File: src/rtl/pipeline_pkg.sv
// rtl/pipeline_pkg.sv - shared pipeline types, instruction sizes and target alignment helper
package pipeline_pkg;

  typedef enum logic [1:0] {
    BOOT = 2'd0,
    RUN  = 2'd1,
    HALT = 2'd2
  } pc_state_t;

  localparam logic [2:0] INSN_SIZE_FULL = 3'd4;
  localparam logic [2:0] INSN_SIZE_COMP = 3'd2;

  // Low address bits that must be cleared on any target; also used by the EX target adder.
  function automatic logic [1:0] align_low_mask(input logic c_ext);
    return c_ext ? 2'b01 : 2'b11;
  endfunction

endpackage

File: src/rtl/pc_next_sel.sv
// rtl/pc_next_sel.sv - combinational next fetch PC priority mux with target alignment
module pc_next_sel
  import pipeline_pkg::*;
#(
  parameter int PC_WIDTH = 64,
  parameter int C_EXT    = 0
) (
  input  pc_state_t           state,
  input  logic                fire,
  input  logic                trap_redirect,
  input  logic [PC_WIDTH-1:0] trap_target,
  input  logic                br_redirect,
  input  logic [PC_WIDTH-1:0] br_target,
  input  logic                halt,
  input  logic                pred_taken,
  input  logic [PC_WIDTH-1:0] pred_target,
  input  logic                inc_size,
  input  logic [PC_WIDTH-1:0] fetch_pc,
  output logic [PC_WIDTH-1:0] next_pc,
  output logic                redirect,
  output logic                go_halt
);

  logic [PC_WIDTH-1:0] mask;
  logic [PC_WIDTH-1:0] inc;

  assign mask = ~{{(PC_WIDTH-2){1'b0}}, align_low_mask(C_EXT != 0)};
  assign inc  = ((C_EXT != 0) && inc_size) ? PC_WIDTH'(INSN_SIZE_COMP)
                                           : PC_WIDTH'(INSN_SIZE_FULL);

  // Redirects win over everything, including stall and an unaccepted request.
  always_comb begin
    redirect = trap_redirect | br_redirect;
    go_halt  = 1'b0;
    next_pc  = fetch_pc;
    if (trap_redirect)
      next_pc = trap_target & mask;
    else if (br_redirect)
      next_pc = br_target & mask;
    else if (state == RUN && halt)
      go_halt = 1'b1;
    else if (fire && pred_taken)
      next_pc = pred_target & mask;
    else if (fire)
      next_pc = fetch_pc + inc;
  end

endmodule

File: src/rtl/pc_gen_unit.sv
// rtl/pc_gen_unit.sv - fetch PC generator: BOOT/RUN/HALT FSM, fetch request and accepted-fetch counter
module pc_gen_unit
  import pipeline_pkg::*;
#(
  parameter int                  PC_WIDTH     = 64,
  parameter logic [PC_WIDTH-1:0] RESET_VECTOR = '0,
  parameter int                  C_EXT        = 0,
  parameter int                  CNT_WIDTH    = 32
) (
  input  logic                 clk,
  input  logic                 rst,
  input  logic                 stall,
  input  logic                 trap_redirect,
  input  logic [PC_WIDTH-1:0]  trap_target,
  input  logic                 br_redirect,
  input  logic [PC_WIDTH-1:0]  br_target,
  input  logic                 pred_taken,
  input  logic [PC_WIDTH-1:0]  pred_target,
  input  logic                 inc_size,
  input  logic                 halt,
  input  logic                 fetch_req_ready,
  output logic                 fetch_req_valid,
  output logic [PC_WIDTH-1:0]  fetch_pc,
  output logic                 fetch_kill,
  output logic                 halted,
  output logic [CNT_WIDTH-1:0] fetch_count
);

  pc_state_t           state, state_next;
  logic                fire, redirect, go_halt;
  logic [PC_WIDTH-1:0] next_pc;

  assign fetch_req_valid = (state == RUN);
  assign halted          = (state == HALT);
  assign fire            = fetch_req_valid & fetch_req_ready & ~stall;

  pc_next_sel #(
    .PC_WIDTH(PC_WIDTH),
    .C_EXT   (C_EXT)
  ) u_next_sel (
    .state        (state),
    .fire         (fire),
    .trap_redirect(trap_redirect),
    .trap_target  (trap_target),
    .br_redirect  (br_redirect),
    .br_target    (br_target),
    .halt         (halt),
    .pred_taken   (pred_taken),
    .pred_target  (pred_target),
    .inc_size     (inc_size),
    .fetch_pc     (fetch_pc),
    .next_pc      (next_pc),
    .redirect     (redirect),
    .go_halt      (go_halt)
  );

  always_comb begin
    state_next = state;
    if (redirect)
      state_next = RUN;
    else begin
      case (state)
        BOOT:    state_next = RUN;
        RUN:     if (go_halt) state_next = HALT;
        default: state_next = state;
      endcase
    end
  end

  // A fire coinciding with a redirect is killed, so it is not counted.
  always_ff @(posedge clk or posedge rst) begin
    if (rst) begin
      state       <= BOOT;
      fetch_pc    <= RESET_VECTOR;
      fetch_kill  <= 1'b0;
      fetch_count <= '0;
    end else begin
      state      <= state_next;
      fetch_pc   <= next_pc;
      fetch_kill <= redirect;
      if (fire && !redirect)
        fetch_count <= fetch_count + {{(CNT_WIDTH-1){1'b0}}, 1'b1};
    end
  end

endmodule

File: config.mk
export PLATFORM = sky130hd
export DESIGN_NAME = pc_gen_unit
export DESIGN_NICKNAME = d
export VERILOG_FILES = /design/src/rtl/pipeline_pkg.sv /design/src/rtl/pc_next_sel.sv /design/src/rtl/pc_gen_unit.sv
export SDC_FILE = /design/constraint.sdc
export NUM_CORES = 1
export LEC_CHECK = 0
export ABC_AREA = 1
export BUFFER_PORTS_ARGS = -buffer_cell sky130_fd_sc_hd__buf_2
export CAP_MARGIN = 10
export CORE_ASPECT_RATIO = 1.2
export CORE_MARGIN = 8
export CORE_UTILIZATION = 55
export CTS_BUF_LIST = sky130_fd_sc_hd__clkbuf_4
export CTS_CLUSTER_SIZE = 40
export DETAILED_ROUTE_END_ITERATION = 12
export PLACE_DENSITY_LB_ADDON = 0.2
export SETUP_SLACK_MARGIN = 0.4
export SYNTH_ARGS = -nofsm -noshare
export SYNTH_HDL_FRONTEND = slang
export SYNTH_HIERARCHICAL = 1
export SYNTH_SLANG_ARGS = --single-unit
File: constraint.sdc
create_clock -name clk -period 7.3 [get_ports clk]
set_input_delay 1.095 -clock clk [delete_from_list [all_inputs] [get_ports clk]]
set_output_delay 1.095 -clock clk [all_outputs]
set_load 0.005 [all_outputs]
==> results of run 1 <==
## routing by layer
layer	vias to the layer above	share of wire	routed length, um	track usage
li1	5028	-	-	-
met1	4618	0.38	12500	0.390
met2	472	0.49	15900	0.539
met3	103	0.083	2690	0.0581
met4	4	0.042	1360	0.150
met5	-	0.00071	23	0
## cells by family after synthesis
group                      synth area share
AOI/OAI and AO/OA                    0.0894
adders and majority gates           0.00296
and+or+nand+nor                       0.492
xor gates and xnor gates             0.0362
DFF                                   0.293
buffers and inverters                0.0866
## registers in the layout (all words and copies together) (netlist names)
name and count:
fetch_count 32, fetch_pc 64, fetch_kill 1, state 2
## through the flow
stage | cells | hold slack [ns] | worst slack [ns]
6_report | 1896 | 0.530 | 3.53
5_1_grt | 1896 | 0.538 | 3.34
4_1_cts | 1893 | 0.532 | 3.57
3_5_place_dp | 1878 | 0.501 | 3.02
3_3_place_gp | 1878 | 0.491 | 3.05
2_1_floorplan | 1425 | 0.492 | 3.61
## power groups by stage
stage	Clock, W	Combinational (W)	Sequential (W)
final	0.000386	0.000424	0.000671
after global routing	0.000411	0.000477	0.000679
after CTS	0.000393	0.000423	0.000669
after detailed placement	0	0.000420	0.000679
after global placement	0	0.000414	0.000679
after floorplan	0	0.000248	0.000662
## final cells by class
cell class              instances  area share
flip-flops and latches         99       0.242
clock inverters                 5      0.0108
inverters                     138      0.0508
repair buffers                300       0.149
multi-input cells            1137       0.514
diodes                          3    0.000733
well taps                     204      0.0249
clock buffers                  10     0.00733
## critical path: stages
cell     delay [ns]
buf_2          0.09
inv_1          0.05
nor2_2         0.05
nand2_1        0.08
inv_1          0.23
nand2_2        0.65
inv_1          0.36
nor2_2         0.72
inv_1          0.28
a21oi_1        0.17
o21ai_1        0.09
nand2_1        0.07
o21ai_1        0.08
o21ai_1        0.15
## final timing paths
| path | startpoint | endpoint | slack [ns] | cells after the start |
|---|---|---|---|---|
| setup / recovery | fetch_req_ready | fetch_pc[21] | 3.53 | 14 |
| hold / removal | fetch_count[4] | fetch_count[4] | 0.53 | 1 |
| min in group asynchronous | rst | fetch_pc[48] | 0.56 | 2 |
| hold reg to reg | fetch_count[4] | fetch_count[4] | 0.53 | 1 |
| setup reg to reg | state[0] | fetch_pc[21] | 3.74 | 13 |
| max in group asynchronous | rst | fetch_pc[49] | 5.45 | 3 |
## cell usage after synthesis, types with 4 or more instances
master | instances | area share
a21oi_1 | 21 | 0.012
nand3b_1 | 7 | 0.0062
nand2_1 | 512 | 0.23
o211ai_1 | 7 | 0.0062
nand3_2 | 5 | 0.0059
nand2_2 | 4 | 0.0030
nor2_2 | 8 | 0.0059
nand4_1 | 30 | 0.022
o21ai_1 | 20 | 0.012
dfrtp_1 | 99 | 0.29
nand3_1 | 98 | 0.058
o221ai_1 | 4 | 0.0041
a221oi_1 | 12 | 0.012
xor2_1 | 23 | 0.024
inv_2 | 7 | 0.0031
nor2_1 | 254 | 0.11
nor2_4 | 16 | 0.021
buf_2 | 7 | 0.0041
inv_1 | 130 | 0.058
o21ai_0 | 63 | 0.037
nor3_1 | 15 | 0.0089
clkbuf_1 | 37 | 0.016
buf_1 | 5 | 0.0022
xnor2_1 | 12 | 0.012
==> qor.yml, run 1 <==
status: "complete, no violations"
min_path_type: "reg2reg"
port_buffers: 292
p_comb_frac: 0.286
cts_hold_buf: 0
die_area_sq_mm: 0.0196
first_iter_violations: 949
dr.pass1.iters: 6
worstSetupPathType: "in2reg"
drive_gt1_frac: 0.218
min_period_over_period: 0.516
multi_input_area_sq_mm: 0.00527
final_area_sq_mm: 0.0102
gr-total-overflow: 0
finalMaxSlewViolations: 0
max_freq_ghz: 0.265
seq_power_share: 0.453
io_pins: 300
die_h_um: 152
switchingPower_w: 0.000541
crit_fanout: 39
grt_max_degree: 73
cp-start-kind: "input port"
postRouteAntennaNets: 0
n_fill_cell: 1464
cts.clk_slew.worst_paths_ns: 0.16
relSlewSlack: 0.216
cts_setup_buffers: 0
finalSetupTns_ns: 0
viasPerCell: 5.39
rows: 49
wl_um: 32500
ctsResizeCount: 0
clockBufferDepth: 2
post-route-util: 0.681
place_congestion: 0.965
seqCellArea_sq_mm: 0.00248
critPathRequiredTime_ns: 7.73
peakVddDrop_mv: 0.163
finalSetupViolCount: 0
rsz0062_at_grt: "no"
async_flop_share: 1.00
seq_area_frac_synth: 0.293
grt_pass1_vias: 9572
clk_latency_ns: 0.51
drc: 0
swShare: 0.365
synth_fp_nets: 1628
num_vias: 10200
avgSynthCellArea_sq_um: 5.94
critPathCaptureType: "flip-flop"
clockPowerShare: 0.261
yosysUniqueCellTypes: 41
finalCriticalPeriod_ns: 3.77
final_cell_mix: "nand2_1, buf_2, nor2_1"
final_common_cell: "nand2_1"
grt_usage: 0.323
antenna_found_initial: 5
arrival_ns: 4.20
leakage_nw: 5.42
dp.final_hpwl_um: 25100
final.setup_skew_ns: 0.0260
die_w_um: 129
routedWlPerCell_um: 17.1
root_buffer: "clkbuf_4"
layout-area-overhead-vs-synth_pct: 20.9
worstMarginPinSlew_ns: 1.18
maxCapViolCount: 0
synthCells: 1425
synth_warnings: 6
cts_made_buffers: 9
core_sq_mm: 0.0150
cts_max_level: 3
synth_area_sq_mm: 0.00846
finalHoldViolCount: 0
placed_area_sq_mm: 0.0100
numClockSinks: 99
ys_ff_latch: 99
synth-edff-count: 0
cts_tree: "yes"
p_int_w: 0.000940
grt_pass1_wl_um: 50200
p_total_w: 0.00148
start_util: 0.564
p_per_area_mw_per_mm2: 145
synth_ff_type: "dfrtp_1"
nNetsFinal: 1888
Power figures use the tool's default switching activity.
==> run 2: changes to the inputs <==
Settings changed: ABC_AREA 1 to 0, CORE_UTILIZATION 55 to 45.
Clock period 7.3 ns to 3.07 ns, I/O delays scaled along.
==> qor.yml, run 2 <==
yosys.area.top_type: "dfrtp_1"
largestRegisters: "fetch_pc x64, fetch_count x32, state x2"
status: "complete, no violations"
viasPerCell: 6.12
grt_pass1_vias: 8097
relSlewSlack: 0.510
final_cell_mix: "buf_2, dfrtp_1, nand2_1"
clk_latency_ns: 0.51
synth_area_sq_mm: 0.00703
die_h_um: 153
die_w_um: 130
cts_hold_buf: 0
maxCapViolCount: 0
numClockSinks: 99
min_path_type: "in2async"
finalCriticalPeriod_ns: 2.60
die_area_sq_mm: 0.0199
async_flop_share: 1.00
finalSetupTns_ns: 0
yosysUniqueCellTypes: 70
port_buffers: 292
nNetsFinal: 1335
critPathCaptureType: "flip-flop"
num_vias: 8240
gr-total-overflow: 0
leakage_nw: 4.11
synth-edff-count: 0
dp.final_hpwl_um: 21400
layout-area-overhead-vs-synth_pct: 28.8
rsz0062_at_grt: "no"
dr.pass1.iters: 7
finalMaxSlewViolations: 0
top_register: "fetch_pc"
final_common_cell: "buf_2"
grt_pass1_wl_um: 44500
first_iter_violations: 828
yosysMostFrequentCell: "dfrtp_1"
routedWlPerCell_um: 21.6
reg2reg_depth: 9
synth_warnings: 6
finalHoldViolCount: 0
cts_max_level: 3
crit_fanout: 8
rows: 50
synth_common_cells: "dfrtp_1, nand2_1, a21oi_1"
grt_max_degree: 64
worstMarginPinSlew_ns: 0.733
avgSynthCellArea_sq_um: 8.29
root_buffer: "clkbuf_4"
drive_gt1_frac: 0.342
p_per_area_mw_per_mm2: 361
cp-start-kind: "flip-flop"
grt_usage: 0.285
cts_made_buffers: 9
wl_um: 29100
antenna_found_initial: 2
synth_top_area_frac: 0.352
drc: 0
n_fill_cell: 1512
synthCells: 848
yosys-top-cells-area: "dfrtp_1, a21oi_1, nand2_1"
final.setup_skew_ns: 0.0241
p_total_w: 0.00327
critPathRequiredTime_ns: 3.48
ys_ff_latch: 99
clockBufferDepth: 2
cts_tree: "yes"
core_sq_mm: 0.0155
worstSetupPathType: "reg2reg"
place_congestion: 0.863
seq_area_frac_synth: 0.352
finalSetupViolCount: 0
min_period_over_period: 0.847
start_util: 0.455
io_pins: 300
cts.clk_slew.worst_paths_ns: 0.19
synth_fp_nets: 1051
peakVddDrop_mv: 0.220
largest_reg_flops: 64
max_freq_ghz: 0.384
holdWs_ns: 0.0445
synth_ff_type: "dfrtp_1"
arrival_ns: 3.01
postRouteAntennaNets: 0
==> run 2: changes by cell type in the layout (fill, tap and decap cells not counted), moves of 20 or more <==
| cell | delta |
|---|---|
| nor2_1 | -197 |
| and3_1 | +29 |
| xor2_1 | -20 |
| nand2_1 | -437 |
| o21ai_1 | -20 |
| a21oi_1 | +47 |
| nand3_1 | -52 |
| buf_4 | +30 |
| inv_1 | -115 |
| o22ai_1 | +25 |
| a31oi_1 | +22 |
==> run 2: report_power, final <==
group	switching (W)	leakage, nW	internal [W]	total [W]
Sequential	0.000197	1.23	0.00141	0.00161
Combinational	0.000468	2.80	0.000384	0.000852
Clock	0.000536	0.0862	0.000271	0.000807
==> run 2: final cells by class <==
class / count / area, sq um / area share
Sequential cell: 99 / 2480 / 0.274
Tap cell: 208 / 260 / 0.0287
Inverter: 16 / 63.8 / 0.00705
Multi-Input combinational cell: 672 / 4270 / 0.472
Timing Repair Buffer: 334 / 1810 / 0.200
Antenna cell: 2 / 5.00 / 0.000553
Clock buffer: 9 / 67.6 / 0.00746
Clock inverter: 7 / 92.6 / 0.0102
==> run 2: cell families after synthesis <==
| family | Yosys count | synth area share |
|---|---|---|
| and+or+nand+nor | 350 | 0.286 |
| AOI/OAI and AO/OA | 268 | 0.243 |
| DFF | 99 | 0.352 |
| buffers and inverters | 77 | 0.0463 |
| xor gates and xnor gates | 34 | 0.0424 |
| muxes | 18 | 0.0262 |
| adders and majority gates | 2 | 0.00356 |
==> run 2: timing repair <==
item / CTS / global route
gates resized for setup: 1 / 7
setup buffers: 1 / 4
setup endpoints to repair: 4 / 21
pin swaps: 1 / 2
==> run 2: metrics by stage <==
stage	utilization	instance area [sq um]	cells	setup WS, ns
floorplan	-	7030	848	0.507
global placement	0.570	8810	1324	0.186
detailed placement	0.570	8810	1324	0.155
CTS	0.581	8980	1341	0.421
global route	0.586	9050	1347	0.394
finish	0.586	9050	1347	0.469
==> run 2: per-layer routing <==
metal	routed length (um)	share of wire	GRT usage	vias up
met1	11000	0.38	0.343	3911
met5	0	0	0	-
met3	2920	0.10	0.0627	69
met4	952	0.033	0.117	0
li1	-	-	-	3833
met2	14200	0.49	0.477	427
==> run 2: critical path: stages (launching register included) <==
cell and delay [ns]:
dfrtp_2 0.47, nand4bb_4 0.23, inv_2 0.13, buf_4 0.16, and4_2 0.28, nand4_1 0.19, or4_2 0.58, a21oi_1 0.13
a2111oi_0 0.09, o31ai_1 0.26
==> run 2: final timing paths <==
kind                                 startpoint         endpoint  slack, ns
worst max-delay path                   state[1]     fetch_pc[15]       0.47
worst min-delay path                        rst     fetch_pc[34]       0.04
worst max register to register         state[1]     fetch_pc[15]       0.47
worst min register to register  fetch_count[31]  fetch_count[31]       0.49
max in group asynchronous                   rst     fetch_pc[48]       2.38
min in group clk                trap_target[24]     fetch_pc[24]       0.15
==> run 3: changes to the inputs <==
Clock period 3.07 ns to 2.2 ns, I/O delays scaled along.
==> qor.yml, run 3 (synthesized netlist as in run 2, its figures left out) <==
max_freq_ghz: 0.455
cpPeakStageDelay_ns: 0.42
finalCriticalPeriod_ns: 2.20
viasPerCell: 6.14
path_cells: "nand4bb_4 -> inv_4 -> and4_1 -> nand4_1 -> buf_4 -> or4_4 -> o22a_1 -> o221ai_2 -> a2bb2oi_1"
nNetsFinal: 1462
antenna_found_initial: 6
multi_input_area_sq_mm: 0.00488
grt_max_degree: 100
layout_setup_ws_ns: 0.00167
num_vias: 9074
worstSetupPathType: "reg2reg"
first_iter_violations: 788
dr.pass1.iters: 5
rrSetupSlack_ns: 0.002
leakage_nw: 4.95
arrival_ns: 2.63
crit_fanout: 4
cts_made_buffers: 9
grt_pass1_vias: 8816
peakVddDrop_mv: 0.371
start_util: 0.455
port_buffers: 292
min_path_cells: 3
clockBufferDepth: 2
layout-area-overhead-vs-synth_pct: 55.2
final.setup_skew_ns: 0.0243
wl_um: 32900
die_area_sq_mm: 0.0199
cp-start-kind: "flip-flop"
die_h_um: 153
maxCapViolCount: 0
cts.clk_slew.worst_paths_ns: 0.19
io_pins: 300
relSlewSlack: 0.632
largest_reg_flops: 64
numClockSinks: 99
postRouteAntennaNets: 0
holdWs_ns: 0.0219
critPathRequiredTime_ns: 2.63
gr-total-overflow: 0
critPathCaptureType: "flip-flop"
p_per_area_mw_per_mm2: 450
preCtsSetupSlack_ns: -0.0609
worstMarginPinSlew_ns: 0.552
worstHoldEndpoint: "fetch_pc[9]"
grt_usage: 0.305
cp_slowest_cell: "dfrtp_1"
r2r-start: "state[1]"
rsz0062_at_grt: "yes"
min_path_type: "in2reg"
final_common_cell: "buf_2"
seqCellArea_sq_mm: 0.00248
finalHoldViolCount: 0
drc: 0
n_fill_cell: 1267
top_register: "fetch_pc"
r2r_end: "fetch_pc[23]"
min-delay-start: "trap_target[9]"
status: "complete, no violations"
largestRegisters: "fetch_pc x64, fetch_count x32, state x2"
drive_gt1_frac: 0.472
finalSetupViolCount: 0
dp.final_hpwl_um: 22600
rows: 50
cts_max_level: 3
finalMaxSlewViolations: 0
grt_pass1_wl_um: 47800
placed_area_sq_mm: 0.00942
final_area_sq_mm: 0.0109
reg2reg_depth: 9
clk_latency_ns: 0.53
min_period_over_period: 0.999
core_sq_mm: 0.0155
root_buffer: "clkbuf_4"
cts_tree: "yes"
die_w_um: 130
routedWlPerCell_um: 22.2
final_cell_mix: "buf_2, buf_4, dfrtp_1"
place_congestion: 0.943
==> run 3: worst max-delay path by stage <==
stage	from	end	slack (ns)	cells after the start
after floorplan	state[1]	fetch_pc[55]	-0.07	8
after global routing	state[1]	fetch_pc[36]	-0.10	11
after detailed placement	stall	fetch_pc[59]	-0.06	11
after CTS	state[1]	fetch_pc[55]	0.05	9
final	state[1]	fetch_pc[23]	0.002	9
after global placement	stall	fetch_pc[15]	-0.02	9
==> run 3: what timing repair did <==
item,CTS,global route
cloned,3,3
buffers inserted,21,28
hold buffers,9,0
pin swaps,40,63
hold endpoints to repair,107,0
endpoints found under the setup margin,61,69
resized for setup,88,109
==> run 3: area by class of cell <==
type                       count  share of cell area
multi-input combinational    672               0.447
timing repair buffer         461               0.280
sequential                    99               0.228
tap                          208              0.0239
clock inverter                 7             0.00814
clock buffer                   9             0.00619
inverter                      16             0.00608
antenna                        5             0.00115
==> run 3: worst max-delay path, delay by kind of cell (launching register included) <==
family,cells,cell delay (ns)
and+or+nand+nor,4,1.02
DFF,1,0.42
AOI/OAI and AO/OA,3,0.40
buffers and inverters,2,0.27
==> run 3: where the power goes <==
group	switching (W)	internal (W)
sequential	0.000193	0.00197
clock	0.000799	0.000282
combinational	0.000900	0.000765
==> run 3: layer usage <==
| metal | vias up | wire [um] | track usage |
|---|---|---|---|
| met5 | - | 26 | 0 |
| met4 | 4 | 1460 | 0.152 |
| met2 | 576 | 15900 | 0.506 |
| met3 | 122 | 3280 | 0.0640 |
| li1 | 4085 | - | - |
| met1 | 4287 | 12200 | 0.363 |
==> run 3: stage by stage <==
| stage | setup TNS [ns] | util | cells | power (W) |
|---|---|---|---|---|
| floorplan | -0.281 | - | 848 | 0.00285 |
| global placement | -0.0464 | 0.610 | 1392 | 0.00356 |
| detailed placement | -0.242 | 0.610 | 1392 | 0.00360 |
| CTS | 0 | 0.658 | 1441 | 0.00473 |
| global route | -0.984 | 0.706 | 1476 | 0.00513 |
| finish | 0 | 0.706 | 1477 | 0.00491 |
